--- src/rtl/program_loader_pkg.sv ---
// Shared definitions for the boot-time program loader: loader states and
// frame field widths.
package program_loader_pkg;

    typedef enum logic [2:0] {
        ST_IDLE,
        ST_COUNT_HI,
        ST_COUNT_LO,
        ST_WORD_HI,
        ST_WORD_LO,
        ST_CHECK,
        ST_DONE,
        ST_ERROR
    } load_state_t;

    localparam logic [7:0] SYNC_BYTE_DEFAULT = 8'hA5;

    localparam int COUNT_W = 16;
    localparam int WORD_W  = 16;
    localparam int BYTE_W  = 8;

endpackage

--- src/rtl/program_loader_byte_timeout.sv ---
// Inter-byte idle timer: a down-counter reloaded on every received byte that
// flags expiry once TIMEOUT_CYCLES-1 idle clocks have elapsed while enabled.
module byte_timeout #(
    parameter int TIMEOUT_CYCLES = 1_000_000
) (
    input  logic clock,
    input  logic reset,
    input  logic clear,
    input  logic enable,
    output logic expired
);

    localparam int CNT_W = (TIMEOUT_CYCLES > 1) ? $clog2(TIMEOUT_CYCLES) : 1;
    localparam logic [CNT_W-1:0] LOAD_VALUE = CNT_W'(TIMEOUT_CYCLES - 1);

    logic [CNT_W-1:0] count;

    always_ff @(posedge clock or negedge reset) begin
        if (!reset) begin
            count <= LOAD_VALUE;
        end else if (clear) begin
            count <= LOAD_VALUE;
        end else if (enable && (count != '0)) begin
            count <= count - CNT_W'(1);
        end
    end

    // A byte in the same cycle always wins over expiry.
    assign expired = enable && !clear && (count == '0);

endmodule

--- src/rtl/program_loader.sv ---
// Boot loader: assembles a framed, XOR-checked byte stream into 16-bit words,
// writes them to instruction memory and holds the CPU in reset until done.
//
// state    | meaning
// ---------+------------------------------------------------------------
// IDLE     | after reset, waiting for the sync byte
// COUNT_HI | waiting for the word count high byte
// COUNT_LO | waiting for the word count low byte, then range check
// WORD_HI  | waiting for the high byte of the next word
// WORD_LO  | waiting for the low byte; issues the memory write
// CHECK    | waiting for the checksum byte
// DONE     | image verified, CPU released; a new sync restarts
// ERROR    | bad count, checksum or timeout; CPU held; a new sync restarts
module program_loader
    import program_loader_pkg::*;
#(
    parameter int              ADDR_WIDTH     = 8,
    parameter int              TIMEOUT_CYCLES = 1_000_000,
    parameter logic [BYTE_W-1:0] SYNC_BYTE    = SYNC_BYTE_DEFAULT
) (
    input  logic                  clock,
    input  logic                  reset,
    input  logic                  rx_valid,
    input  logic [BYTE_W-1:0]     rx_byte,
    output logic                  instr_write,
    output logic [ADDR_WIDTH-1:0] instr_address,
    output logic [WORD_W-1:0]     instr_data,
    output logic                  cpu_hold,
    output logic                  loaded,
    output logic                  error
);

    localparam int CW1 = COUNT_W + 1;
    localparam logic [CW1-1:0] MAX_WORDS = CW1'(2 ** ADDR_WIDTH);

    load_state_t state, state_d;

    logic [BYTE_W-1:0]     hi_byte, hi_byte_d;
    logic [BYTE_W-1:0]     checksum, checksum_d;
    logic [COUNT_W-1:0]    remaining, remaining_d;
    logic [ADDR_WIDTH-1:0] address_d;
    logic [WORD_W-1:0]     data_d;
    logic                  write_d, hold_d, loaded_d, error_d;
    logic [COUNT_W-1:0]    word_count;
    logic                  timer_enable, timer_expired;

    assign word_count   = {hi_byte, rx_byte};
    assign timer_enable = state inside {ST_COUNT_HI, ST_COUNT_LO, ST_WORD_HI,
                                        ST_WORD_LO, ST_CHECK};

    byte_timeout #(
        .TIMEOUT_CYCLES(TIMEOUT_CYCLES)
    ) u_byte_timeout (
        .clock  (clock),
        .reset  (reset),
        .clear  (rx_valid),
        .enable (timer_enable),
        .expired(timer_expired)
    );

    always_ff @(posedge clock or negedge reset) begin
        if (!reset) begin
            state         <= ST_IDLE;
            hi_byte       <= '0;
            checksum      <= '0;
            remaining     <= '0;
            instr_write   <= 1'b0;
            instr_address <= '0;
            instr_data    <= '0;
            cpu_hold      <= 1'b1;
            loaded        <= 1'b0;
            error         <= 1'b0;
        end else begin
            state         <= state_d;
            hi_byte       <= hi_byte_d;
            checksum      <= checksum_d;
            remaining     <= remaining_d;
            instr_write   <= write_d;
            instr_address <= address_d;
            instr_data    <= data_d;
            cpu_hold      <= hold_d;
            loaded        <= loaded_d;
            error         <= error_d;
        end
    end

    always_comb begin
        state_d     = state;
        hi_byte_d   = hi_byte;
        checksum_d  = checksum;
        remaining_d = remaining;
        write_d     = 1'b0;
        data_d      = instr_data;
        hold_d      = cpu_hold;
        loaded_d    = loaded;
        error_d     = error;
        // The address advances in the cycle after each write strobe.
        address_d   = instr_write ? instr_address + ADDR_WIDTH'(1) : instr_address;

        if (timer_expired) begin
            state_d = ST_ERROR;
            error_d = 1'b1;
        end else if (rx_valid) begin
            case (state)
                ST_IDLE, ST_DONE, ST_ERROR: begin
                    if (rx_byte == SYNC_BYTE) begin
                        state_d    = ST_COUNT_HI;
                        address_d  = '0;
                        checksum_d = '0;
                        loaded_d   = 1'b0;
                        error_d    = 1'b0;
                        hold_d     = 1'b1;
                    end
                end
                ST_COUNT_HI: begin
                    hi_byte_d  = rx_byte;
                    checksum_d = checksum ^ rx_byte;
                    state_d    = ST_COUNT_LO;
                end
                ST_COUNT_LO: begin
                    checksum_d  = checksum ^ rx_byte;
                    remaining_d = word_count;
                    if ((word_count == '0) || ({1'b0, word_count} > MAX_WORDS)) begin
                        state_d = ST_ERROR;
                        error_d = 1'b1;
                    end else begin
                        state_d = ST_WORD_HI;
                    end
                end
                ST_WORD_HI: begin
                    hi_byte_d  = rx_byte;
                    checksum_d = checksum ^ rx_byte;
                    state_d    = ST_WORD_LO;
                end
                ST_WORD_LO: begin
                    checksum_d  = checksum ^ rx_byte;
                    write_d     = 1'b1;
                    data_d      = word_count;
                    remaining_d = remaining - COUNT_W'(1);
                    state_d     = (remaining == COUNT_W'(1)) ? ST_CHECK : ST_WORD_HI;
                end
                ST_CHECK: begin
                    if (rx_byte == checksum) begin
                        state_d  = ST_DONE;
                        loaded_d = 1'b1;
                        hold_d   = 1'b0;
                    end else begin
                        state_d  = ST_ERROR;
                        error_d  = 1'b1;
                    end
                end
                default: state_d = ST_IDLE;
            endcase
        end
    end

endmodule

--- config.mk ---
export PLATFORM = sky130hd
export DESIGN_NAME = program_loader
export DESIGN_NICKNAME = d
export VERILOG_FILES = /design/src/rtl/program_loader_pkg.sv /design/src/rtl/program_loader_byte_timeout.sv /design/src/rtl/program_loader.sv
export SDC_FILE = /design/constraint.sdc
export NUM_CORES = 1
export LEC_CHECK = 0
export BUFFER_PORTS_ARGS = -buffer_cell sky130_fd_sc_hd__buf_2
export CAP_MARGIN = 20
export CORE_MARGIN = 2
export CORE_UTILIZATION = 55
export CTS_BUF_LIST = sky130_fd_sc_hd__clkbuf_4 sky130_fd_sc_hd__clkbuf_8
export DETAILED_ROUTE_END_ITERATION = 8
export PLACE_DENSITY = 0.75
export SYNTH_ARGS = -nofsm -noshare
export SYNTH_HDL_FRONTEND = slang
export SYNTH_SLANG_ARGS = --single-unit
export TNS_END_PERCENT = 5
--- constraint.sdc ---
create_clock -name clock -period 3.1 [get_ports clock]
set_input_delay 0.62 -clock clock [delete_from_list [all_inputs] [get_ports clock]]
set_output_delay 0.62 -clock clock [all_outputs]
set_load 0.01 [all_outputs]
==> impl_metrics.csv, run 1 <==
group,metric,value,unit
run_status,status,"completed",
synthesis,synth_area_leader_cell,"dfrtp_1",
worst_setup_path,slowest_delay,0.56,ns
worst_setup_path,cp.arrival,2.71,ns
synthesis,post-synth-top-count-cell,"dfrtp_1",
clocking,clock_latency,0.36,ns
floorplanning,die_w,93.3,um
synthesis,synth_edf_count,0,
clocking,clk_path_buf_depth,2,
cells_and_area,drive_above_1_share,0.235,
synthesis,yosys.area_share.simple,0.193,
timing,hold_viol_final,0,
worst_setup_path,r2r-start,"u_byte_timeout.count[5]",
synthesis,seq_area_frac_synth,0.478,
cells_and_area,final_area,4890,sq um
placed_design,dpl_cell_area,4660,sq um
power_and_ir_drop,p_leak,2.00,nW
placed_design,port_buffers,38,
worst_setup_path,cp-start-kind,"register",
placed_design,place.gp.congestion,0.864,
clocking,ctsHoldBuffers,0,
worst_setup_path,r2r_end,"u_byte_timeout.count[10]",
timing,rsz0062_at_grt,"false",
timing,setup_viol,0,
worst_setup_path,cp_max_fo,7,
route,first_pass_iters,5,
worst_setup_path,worstSetupPathType,"reg2reg",
cells_and_area,fin_cells,579,
worst_setup_path,crit_slowest_cell,"or4_4",
route,drc,0,
route,vias_per_cell,6.13,
synthesis,synth_cells,438,
cells_and_area,antennaDiodeCount,0,
synthesis,syn_area,4380,sq um
synthesis,synth_top_area_share,0.400,
floorplanning,rows,32,
route,dr_total_vias,3550,
worst_setup_path,endpoint_kind,"register",
worst_setup_path,crit_top_cell,"or4_1",
timing,fin_crit,2.43,ns
synthesis,ys_warn_count,0,
clocking,htreeDepth,3,
clocking,cts_sinks,83,
synthesis,synth.mux.area_fraction,0.0734,
power_and_ir_drop,powerDensity,846,nW/um^2
synthesis,synth_area_leaders,"dfrtp_1 40%, dfstp_2 7.8%, mux2_2 6.4%",
clocking,post_cts_resized,0,
timing,worstMarginPinSlew,0.829,ns
clocking,cts-buffers-inserted,9,
synthesis,syn-num-nets,454,
synthesis,netlist-cell-type-count,54,
floorplanning,coreArea,7730,sq um
grt,grt_usage,0.236,
clocking,root_buffer,"clkbuf_8",
timing,finalCritPeriodShare,0.782,
power_and_ir_drop,ir_drop,538,uV
synthesis,synth.top_cells.by_count,"70 x dfrtp_1, 44 x nor2_1, 29 x o21ai_0",
route,wl,9.75,mm
synthesis,synth-xor-area-share,0.0480,
worst_setup_path,required,3.39,ns
clocking,clk_pin_slew_worst_paths,0.09,ns
placed_design,dp.cells,562,
synthesis,synth_compound_area_frac,0.166,
clocking,postCtsSetupBuffers,0,
min_path,hp-class,"in2async",
worst_setup_path,r2r_slack,0.67,ns
worst_setup_path,cp_cell_sequence,"or4_4 > or4_1 > or2_4 > or4_1 > a21oi_1",
synthesis,synth.ff_latch_count,83,
timing,finalSetupTns,0,ns
floorplanning,fp.dieH,93.3,um
grt,antenna_found_initial,0,
floorplanning,pin_count,39,
timing,setup_slack,0.675,ns
timing,clock_skew,0.0106,ns
timing,slew_viol_final,0,
floorplanning,start_util,0.567,
worst_setup_path,reg2reg_depth,5,
timing,max_freq,412,MHz
grt,grt_pass1_wl,16.4,mm
timing,hold-worst-slack,0.0750,ns
grt,grt_pass1_vias,3385,
grt,grt-ovfl-total,0,
synthesis,synth_top_family_by_area,"simple AND/OR/NAND/NOR gates",
cells_and_area,syn_to_final_growth,11.6,%
timing,slew_headroom,0.442,
synthesis,syn-mean-instance-area,10.0,sq um
route,wl_per_cell,16.8,um
synthesis,synth_fa_ha_area_frac,0.0143,
placed_design,dp_slack,0.604,ns
cells_and_area,nets,488,
route,dr.first_iter.drc_count,206,
synthesis,synthArstFlopShare,1.00,
run,cap_violations,0,
route,drtAntennaViolNets,0,
grt,grt_max_degree,84,
synthesis,synth_ff_type,"dfrtp_1",
floorplanning,dieArea,8700,sq um
clocking,cts_tree,"built",
placed_design,dp_hpwl,6.45,mm
==> worst max path at each step <==
stage	end	cells past startpoint	slack (ns)	from
after floorplan	instr_data[10]	6	0.73	state[0]
after global placement	checksum[0]	6	0.69	rx_byte[1]
after detailed placement	checksum[0]	6	0.60	rx_byte[1]
after CTS	u_byte_timeout.count[10]	5	0.68	u_byte_timeout.count[5]
after global routing	u_byte_timeout.count[19]	5	0.45	u_byte_timeout.count[5]
final	u_byte_timeout.count[10]	5	0.67	u_byte_timeout.count[5]
==> layer usage <==
| metal | wire (um) | vias to the layer above | global-route usage |
|---|---|---|---|
| met5 | 0 | - | 0 |
| met4 | 188 | 0 | 0.0882 |
| met3 | 470 | 18 | 0.0443 |
| met2 | 4660 | 114 | 0.374 |
| met1 | 4430 | 1738 | 0.324 |
| li1 | - | 1680 | - |
==> where the power goes <==
part	internal [mW]	switching, mW
registers	1.48	0.407
logic	0.688	0.759
clock network	0.378	0.422
total	2.55	1.59
==> through the flow <==
stage	total power, mW	util
finish	4.13	0.633
global placement	3.28	0.603
global route	4.41	0.633
detailed placement	3.34	0.603
CTS	4.14	0.629
floorplan	2.85	-
==> worst max-delay path: cells and delay by family, from the launching register on <==
family	cells	cell delay, ns
and+or+nand+nor	4	1.83
DFF	1	0.38
AOI/OAI and AO/OA	1	0.15
==> registers in the layout (all words and copies together) (netlist names) <==
name                  count
loaded                    1
checksum                  8
instr_write               1
hi_byte                   8
u_byte_timeout.count     20
cpu_hold                  1
instr_address             8
error                     1
instr_data               16
remaining                16
state                     3
==> cell families after synthesis <==
| group | Yosys count |
|---|---|
| AOI/OAI and AO/OA | 107 |
| and+or+nand+nor | 158 |
| xor gates and xnor gates | 24 |
| DFF | 83 |
| buffers and inverters | 32 |
| adders and majority gates | 5 |
| muxes | 29 |
==> layout by cell type, fill, tap and decap left out, types with 7 or more instances in the layout <==
cell	count
buf_2	37
nand2b_1	15
buf_4	7
a21oi_1	17
xor2_1	12
xnor2_1	12
nand2_1	17
inv_1	10
o31ai_1	7
mux2_2	25
o21ai_0	29
clkbuf_8	9
nor3_1	10
o2bb2ai_1	13
dfstp_2	13
nor2_1	44
or4_1	10
nand3_1	14
nor4_1	17
dfrtp_1	70
==> area by class of cell <==
class,instances,area [sq um]
inverter,10,37.5
clock buffer,9,124
sequential,83,2090
clock inverter,7,76.3
tap,102,128
multi-input combinational,323,2160
fill,635,2840
timing repair buffer,45,265
(Power assumes the default switching activity.)
==> run 2: changes to the inputs <==
Clock period 3.1 ns to 2.35 ns, I/O delays scaled along.
==> impl_metrics.csv, run 2 (synthesized netlist as in run 1, its figures left out) <==
group,metric,value,unit
power_and_ir_drop,ir_drop,709,uV
cells_and_area,n_fill_cell,615,
route,drc,0,
floorplanning,die_w,93.3,um
cells_and_area,final_util,0.653,
placed_design,place.gp.congestion,0.884,
route,drtAntennaViolNets,0,
cells_and_area,antennaDiodeCount,0,
cells_and_area,largest_register,"u_byte_timeout.count",
worst_setup_path,cp.arrival,2.60,ns
timing,setup_slack,0.0403,ns
route,wl,10.1,mm
clocking,cts-buffers-inserted,9,
clocking,clk_path_buf_depth,2,
clocking,cts_tree,"built",
power_and_ir_drop,p_leak,2.08,nW
cells_and_area,largest_reg_flops,20,
cells_and_area,fin_cells,591,
floorplanning,pin_count,39,
power_and_ir_drop,powerDensity,1120,nW/um^2
route,vias_per_cell,6.16,
worst_setup_path,endpoint_kind,"register",
worst_setup_path,required,2.64,ns
cells_and_area,final_cell_mix,"70 x dfrtp_1, 42 x nor2_1, 37 x buf_2",
floorplanning,fp.dieH,93.3,um
worst_setup_path,cp-start-kind,"register",
clocking,cts_sinks,83,
min_path,hp-class,"in2async",
grt,grt_pass1_wl,17.1,mm
placed_design,dp_hpwl,6.97,mm
worst_setup_path,cp_max_fo,7,
worst_setup_path,worstSetupPathType,"reg2reg",
timing,max_freq,433,MHz
power_and_ir_drop,power,5.67,mW
grt,grt-ovfl-total,0,
timing,finalCritPeriodShare,0.983,
cells_and_area,syn_to_final_growth,15.1,%
timing,hold-worst-slack,0.111,ns
floorplanning,rows,32,
route,dr.first_iter.drc_count,291,
floorplanning,coreArea,7730,sq um
timing,hold_viol_final,0,
run,cap_violations,0,
clocking,postCtsSetupBuffers,0,
route,first_pass_iters,5,
placed_design,port_buffers,38,
timing,setup_viol,0,
clocking,clk_pin_slew_worst_paths,0.09,ns
timing,slew_headroom,0.593,
route,wl_per_cell,17.1,um
route,dr_total_vias,3642,
cells_and_area,final_area,5040,sq um
timing,slew_viol_final,0,
cells_and_area,reg_top3,"u_byte_timeout.count (20), instr_data (16), remaining (16)",
grt,grt_pass1_vias,3542,
cells_and_area,mostFrequentLayoutCell,"dfrtp_1",
cells_and_area,drive_above_1_share,0.268,
floorplanning,start_util,0.567,
placed_design,dpl_cell_area,4790,sq um
timing,finalSetupTns,0,ns
timing,worstMarginPinSlew,0.610,ns
clocking,root_buffer,"clkbuf_8",
cells_and_area,nets,500,
grt,antenna_found_initial,0,
placed_design,dp_slack,-0.0286,ns
timing,clock_skew,0.0130,ns
grt,grt_usage,0.249,
clocking,htreeDepth,3,
placed_design,dp.cells,575,
clocking,ctsHoldBuffers,0,
floorplanning,dieArea,8700,sq um
clocking,clock_latency,0.36,ns
grt,grt_max_degree,48,
timing,fin_crit,2.31,ns
timing,rsz0062_at_grt,"true",
run_status,status,"completed",
## run 2: cell types whose count changed in the layout (fill, tap and decap cells not counted), sizes merged
| cell | change |
|---|---|
| bufinv | +1 |
| clkinv | -2 |
| inv | +2 |
| buf | +12 |
| clkinvlp | -1 |
## run 2: metal layers
| layer | track usage | wire length, um | vias up |
|---|---|---|---|
| met5 | 0 | 0 | - |
| met4 | 0.0858 | 179 | 0 |
| met3 | 0.0572 | 527 | 18 |
| met2 | 0.394 | 5030 | 109 |
| met1 | 0.339 | 4390 | 1799 |
| li1 | - | - | 1716 |
## run 2: area by class of cell
class                      count  area (sq um)  share of cell area
clock buffer                   9           124              0.0246
clock inverter                 7           105              0.0208
tap                          102           128              0.0253
multi-input combinational    323          2200               0.435
sequential                    83          2090               0.415
timing repair buffer          57           360              0.0714
inverter                      10          37.5             0.00744
## run 2: worst paths after layout
check	start	endpoint	slack [ns]	depth (start not counted)
max	u_byte_timeout.count[5]	u_byte_timeout.count[12]	0.04	5
min	reset	u_byte_timeout.count[12]	0.11	1
max reg2reg	u_byte_timeout.count[5]	u_byte_timeout.count[12]	0.04	5
min reg2reg	u_byte_timeout.count[1]	u_byte_timeout.count[1]	0.51	2
max in group asynchronous	reset	remaining[4]	1.62	2
min in group clock	rx_byte[6]	checksum[6]	0.43	3
## run 2: repair_timing
action                                  CTS  global route
cloned                                    0             0
resized for setup                         2             5
endpoints found under the setup margin    3             8
## run 2: power by group
part | switching [mW] | leakage, nW | internal [mW]
registers | 0.518 | 0.998 | 1.95
clock network | 0.562 | 0.113 | 0.617
logic | 1.07 | 0.965 | 0.952
total | 2.15 | 2.08 | 3.52
## run 2: critical path, cell delays in order (launching register included)
cell     delay (ns)
dfstp_2        0.38
or4_4          0.53
or4_4          0.47
or2_4          0.30
or4_1          0.40
a21oi_1        0.16
